File: src/rtl/fifo_pop_ctrl.sv
// rtl/fifo_pop_ctrl.sv - Pop controller draining a registered FIFO into a 2-entry output buffer
module fifo_pop_ctrl #(
    parameter int DATA_WIDTH = 6,
    parameter int BUF_DEPTH  = 2
) (
    input  logic                  clk,
    input  logic                  reset,
    input  logic                  enable,
    input  logic                  fifo_empty,
    input  logic                  fifo_almost_empty,
    input  logic [DATA_WIDTH-1:0] fifo_data,
    input  logic                  ready_in,
    output logic                  fifo_pop,
    output logic [DATA_WIDTH-1:0] data_out,
    output logic                  valid_out,
    output logic [1:0]            state,
    output logic [7:0]            pop_count,
    output logic                  error_underflow
);

    typedef enum logic [1:0] {
        IDLE  = 2'd0,
        DRAIN = 2'd1,
        STALL = 2'd2
    } state_t;

    state_t                st;
    logic [1:0]            occ;
    logic                  inflight;
    logic                  head;
    logic                  tail;
    logic                  xfer;
    logic [DATA_WIDTH-1:0] mem [BUF_DEPTH];

    assign state     = st;
    assign valid_out = (occ != 2'd0);
    assign data_out  = valid_out ? mem[head] : '0;
    assign xfer      = valid_out & ready_in;
    // With one index bit the tail is head offset by occupancy; a simultaneous
    // transfer at occ=1 lands the capture in the slot the head moves onto.
    assign tail      = head ^ occ[0];

    // Counting the in-flight word against buffer space guarantees a free slot at capture.
    assign fifo_pop = !reset & enable & !fifo_empty
                    & (({1'b0, occ} + {2'b00, inflight}) < 3'd2)
                    & !(fifo_almost_empty & inflight)
                    & (st != STALL);

    always_ff @(posedge clk or posedge reset) begin
        if (reset) begin
            st              <= IDLE;
            occ             <= 2'd0;
            inflight        <= 1'b0;
            head            <= 1'b0;
            pop_count       <= 8'd0;
            error_underflow <= 1'b0;
        end else begin
            inflight  <= fifo_pop;
            pop_count <= pop_count + {7'd0, fifo_pop};
            if (enable & fifo_empty & inflight & fifo_almost_empty)
                error_underflow <= 1'b1;
            if (xfer)
                head <= ~head;
            case ({inflight, xfer})
                2'b10:   occ <= occ + 2'd1;
                2'b01:   occ <= occ - 2'd1;
                default: occ <= occ;
            endcase
            case (st)
                IDLE:  if (enable & !fifo_empty) st <= DRAIN;
                DRAIN: begin
                    if (occ == 2'd2 && !ready_in)
                        st <= STALL;
                    else if ((!enable | fifo_empty) & !inflight)
                        st <= IDLE;
                end
                STALL: if (ready_in) st <= DRAIN;
                default: st <= IDLE;
            endcase
        end
    end

    // Storage needs no reset: occupancy alone decides what is visible.
    always_ff @(posedge clk) begin
        if (inflight)
            mem[tail] <= fifo_data;
    end

endmodule

File: config.mk
export PLATFORM = sky130hd
export DESIGN_NAME = fifo_pop_ctrl
export DESIGN_NICKNAME = d
export VERILOG_FILES = /design/src/rtl/fifo_pop_ctrl.sv
export SDC_FILE = /design/constraint.sdc
export NUM_CORES = 1
export LEC_CHECK = 0
export BUFFER_PORTS_ARGS = -buffer_cell sky130_fd_sc_hd__buf_2
export CAP_MARGIN = 10
export CORE_MARGIN = 2
export CORE_UTILIZATION = 30
export DETAILED_ROUTE_END_ITERATION = 8
export GPL_TIMING_DRIVEN = 0
export PLACE_DENSITY = 0.47
export SETUP_SLACK_MARGIN = 0.4
export SLEW_MARGIN = 10
export SYNTH_ARGS = -nofsm -noshare
export SYNTH_HDL_FRONTEND = slang
export SYNTH_SLANG_ARGS = --single-unit
File: constraint.sdc
create_clock -name clk -period 3.06 [get_ports clk]
set_input_delay 0.459 -clock clk [delete_from_list [all_inputs] [get_ports clk]]
set_output_delay 0.459 -clock clk [all_outputs]
set_load 0.02 [all_outputs]
; After elaboration in Yosys (flattened, before gate mapping)
; Memories as Yosys holds them, arrays and structs flattened.
; Cells that the tools add are included.
[totals]
reg_bits = 15
latchBits = 0
ramBits = 12
mem_bits_ro = 0
input_bits = 12
out_inout_bits = 19
elab_cells = 56
memories = 1
[op_classes]
n_addsub = 4
mul = 0
div = 0
magnitude_cmp = 1
eq_ne = 9
shifts = 0
n_mux = 9
bitwise_logic = 15
reduce_logical = 11
[memory_table]
columns = name, depth, width, read_ports, rd_clocked_by_memory_dff, wr, line
row1 = mem, 2, 6, 1, 0, 1, 33  ; logic [DATA_WIDTH-1:0] mem [BUF_DEPTH];
[ops]
columns = cell, count
row1 = 1-bit bitwise AND, 12
row2 = 8-bit by 1-bit adder with 8-bit output, 1
row3 = 2-bit 2-to-1 mux, 4
row4 = 2-bit equality test (second input constant), 3
row5 = 1-bit zero test, 6
row6 = 6-bit 2-to-1 mux, 1
row7 = 2-bit != test (second input constant), 3
row8 = 2-bit one-hot mux with 3 select lines, 1
row9 = 2-bit by 1-bit equality test with 1-bit output (second input constant), 2
row10 = 2-bit one-hot mux with 2 select lines, 1
row11 = 2-bit nonzero test, 2
row12 = 2-bit by 1-bit adder with 3-bit output, 1
row13 = 3-bit by 2-bit < comparator with 1-bit output (second input constant), 1
row14 = 3-bit != test (second input constant), 1
row15 = 3-bit AND reduction, 1
row16 = 2-bit by 1-bit adder with 2-bit output (second input constant), 1
row17 = 2-bit zero test, 1
row18 = 1-bit 2-to-1 mux, 2
row19 = 2-bit by 1-bit subtractor with 2-bit output (second input constant), 1
row20 = 1-bit logical AND, 1
row21 = 1-bit inverter, 1
row22 = 1-bit bitwise OR, 1
row23 = 1-bit XOR, 1

; Logic depth before layout (Yosys ltp)
[logic_depth]
depth_word = 7
depth_mapped = 7
depth_no_buf = 6

; Worst setup path after synthesis
; Ideal clock, no wire load.
[synth_path]
kind = input to register
from = in reset
to = reg pop_count[4]
setup_time_ps = 129
arrival_ps = 1699
required_ps = 2931
slack_ps = 1231
path_stages = 6
path_buffers = 0
path_cell_list = nor4b_1 > and3_1 > ha_1 > ha_1 > nand3_1 > xnor2_1
[synth_via]
elab_chain_len = 7
[synth_rtl]
columns = element, line
row1 = "start, declared", 7  ; input logic reset,
row2 = 1-bit zero test (no source line), -
row3 = 1-bit bitwise AND (2 in series), 44  ; assign fifo_pop = !reset & enable & !fifo_empty
row4 = 1-bit bitwise AND, 45  ; & (({1'b0, occ} + {2'b00, inflight}) < 3'd2)
row5 = 1-bit bitwise AND, 46  ; & !(fifo_almost_empty & inflight)
row6 = 1-bit bitwise AND, 47  ; & (st != STALL);
row7 = net fifo_pop, 13  ; output logic fifo_pop,
row8 = 8-bit by 1-bit adder with 8-bit output, 59  ; pop_count <= pop_count + {7'd0, fifo_pop};
row9 = "end signal, assigned", 59
row10 = "end, declared", 17  ; output logic [7:0] pop_count,
; The timed path passes the listed nets, and every way through them passes these cells.
; A chain may end at the register's enable or synchronous reset.

; Worst setup path in the final report
[layout_path]
from = reg occ[1]
to = out fifo_pop
[layout_via]
elab_chain_len = 5
[layout_rtl]
columns = element, line
row1 = "start, declared", 28  ; logic [1:0] occ;
row2 = "start signal, assigned", 65  ; 2'b10: occ <= occ + 2'd1;
row3 = "start signal, assigned", 66  ; 2'b01: occ <= occ - 2'd1;
row4 = 2-bit by 1-bit adder with 3-bit output, 45
row5 = 3-bit by 2-bit < comparator with 1-bit output, 45
row6 = 1-bit bitwise AND, 45
row7 = 1-bit bitwise AND, 46
row8 = 1-bit bitwise AND, 47
row9 = "end, declared", 13
; Every way passes these cells.

==> summary.txt <==
Outcome
  – Outcome: complete, no violations

Floorplan
  – Die ar.: 0.00435 mm2
  – Initial Util: between 30 and 40%
  – CORE AREA: approximately 0.0037 mm2
  – I/O pin count: 31
  – Die H: approximately 66 um
  – Die width: 66.0 um
  – Num rows: 22

Synth
  – Share of the synthesized area in the top cell type: roughly a third
  – Synthesized net count: 98
  – Flop and latch count out of synthesis: 27
  – Synth Instances: 83
  – Syn Area/Cell: approximately 14 um2
  – Syn Std Cell Area: around 0.0012 mm2
  – Top cells by area, synth: dfrtp_1, edfxtp_1, xnor2_1
  – Yosys cell types: 23
  – Sequential share of the synthesized area: 63.8%
  – Top cell type by total area after synthesis: dfrtp_1
  – Yosys warning count: 0

Detailed routing
  – WL final: 1940 um
  – Avg WL per Cell: ~12 um
  – Drt initial violations: 16
  – DRT antenna net count: 0
  – Vias: ~740
  – Via-to-Cell Ratio: 4.47
  – DRT Pass-1 Iters: 4
  – # DRC: 0

Placed design
  – Port Buffers: 30
  – Dpl ws: 1.12 ns
  – Detailed Place HPWL: 1430 um
  – Gpl congestion: ~0.66

Power and ir drop
  – Worst vdd ir: between 0.2 and 0.25 mV
  – Leak pwr: 0.659 nW
  – Pwr Density: 824 mW/mm2

Min path
  – Hold Crit Class: in2async

CTS
  – Post-CTS sizing: 0
  – H-tree depth: 1
  – Clk buf depth: 2
  – CTS tree: yes
  – Reg clk slew, reported paths: around 0.090 ns
  – Clk sink count: 27
  – Hold buffers post-CTS: 0
  – Postcts setup bufs: 0
  – Root Buffer: clkbuf_8
  – Cts bufs inserted: 3
  – Worst-skew pair later-pin latency: ~0.27 ns

Global routing
  – Largest net degree at the start of global routing: 17
  – First-pass GRT wire length: ~3300 um
  – Overflow after GRT: 0
  – GRT Resource Usage Total: 10.0%
  – Number of global-route vias before repair: 774
  – Initial antenna violation count: 0

STA
  – Setup TNS: 0 ns
  – Max Freq: approximately 0.54 GHz
  – Max-slew headroom: 60.2%
  – Least-Margin Pin Slew: 0.596 ns
  – Worst Slack Setup Final: between 1 and 1.5 ns
  – Final Hold Vio Count: 0
  – Final Cycle Share: about three fifths
  – Min Hold Slack: approximately 0.26 ns
  – Setup violations, final: 0
  – Min Tclk post-route: roughly 1.9 ns
  – Fin Clk Skew: 0.00438 ns
  – RSZ-0062 raised after global routing: false
  – Final Max Slew Viols: 0

Finish
  – Layout net count: between 100 and 150
  – Layout cells sized above 1: between 30 and 40%
  – Layout Area Growth over Synthesis: 22.5%
  – Commonest cells after routing, fill and taps aside: buf_2, dfrtp_1, edfxtp_1
  – Commonest non-fill, non-tap cell in the layout: buf_2
  – Final Util: a little under two fifths
  – Filler cell count in the final layout: about 380
  – Antenna diodes: 0

Worst setup path
  – R2R Setup Slk: ~1.3 ns
  – Max FO, Critical Path: 5
  – Crit path arrival time: about 1.4 ns
  – WS Path Type: reg2out
  – CP endpoint kind: output port
  – WP data required: approximately 2.6 ns
  – Startpoint Class: register

Job
  – Maxcap violations: 0
-- worst max-delay path: stages, from the launching register on --
cell and delay [ns]:
dfrtp_1 0.47, nor4b_1 0.25, and3_1 0.24, buf_2 0.18
-- path summary, 6_finish.rpt --
path / depth (start not counted) / start / end
setup reg to reg: 6 / occ[1] / pop_count[4]
min in group clk: 1 / fifo_data[0] / mem[1][0]
hold reg to reg: 1 / error_underflow / error_underflow
hold / removal: 2 / reset / head
max in group asynchronous: 2 / reset / pop_count[2]
setup / recovery: 3 / occ[1] / fifo_pop
-- sequential cells by signal, summed over array words and instances (netlist names) --
| signal | count |
|---|---|
| inflight | 1 |
| head | 1 |
| occ | 2 |
| state | 2 |
| error_underflow | 1 |
| mem | 12 |
| pop_count | 8 |
-- layout make-up --
type	instances	area (um2)	share of cell area, %
Buffer	2	18.8	1.33
Clock buffer	3	41.3	2.93
Clock inverter	1	7.51	0.532
Inverter	4	15.0	1.06
Multi-Input combinational cell	50	383	27.1
Sequential cell	27	736	52.1
Tap cell	48	60.1	4.26
Timing Repair Buffer	30	150	10.6
-- per-layer routing --
metal	up-vias	GRT usage (%)	share of wire [%]	wire, um
met4	0	3.83	0.67	13
met1	369	12.2	45	881
li1	355	-	-	-
met5	-	0	0	0
met2	11	17.3	51	992
met3	2	2.21	2.9	56
-- stage by stage --
step                total power (W)  instance area, um2  cells
finish                      0.00116                1410    165
global route                0.00125                1410    165
floorplan                  0.000841                1150     83
detailed placement         0.000978                1360    161
global placement           0.000973                1360    161
CTS                         0.00118                1410    165
-- Yosys cell counts --
cell	n
a211oi_2	1
a21oi_1	1
a221oi_1	1
a41o_1	1
and2_1	1
and3_1	3
and4bb_1	1
buf_4	1
buf_6	1
dfrtp_1	15
edfxtp_1	12
ha_1	3
inv_1	4
mux2i_1	6
nand2b_1	2
nand3_1	6
nor2_1	9
nor2_4	1
nor2b_4	1
nor4b_1	1
o21ai_0	1
xnor2_1	7
xor2_1	4
-- where the power goes --
group	internal, W	switching [W]	total [W]
Clock	0.0000922	0.000109	0.000202
Combinational	0.000184	0.000271	0.000455
Sequential	0.000449	0.0000577	0.000507
Total	0.000726	0.000438	0.00116
-- cell families (layout without fill, tap and decap cells) --
kind of cell               count (synthesis)  count (layout)  synth area share, %
DFF                                       27              27                 63.8
and+or+nand+nor                           25              25                 12.8
xor gates and xnor gates                  11              11                 8.36
muxes                                      6               6                 5.21
buffers and inverters                      6              40                 2.93
AOI/OAI and AO/OA                          5               5                 3.58
adders and majority gates                  3               3                 3.26
Power figures use the tool's default switching activity.
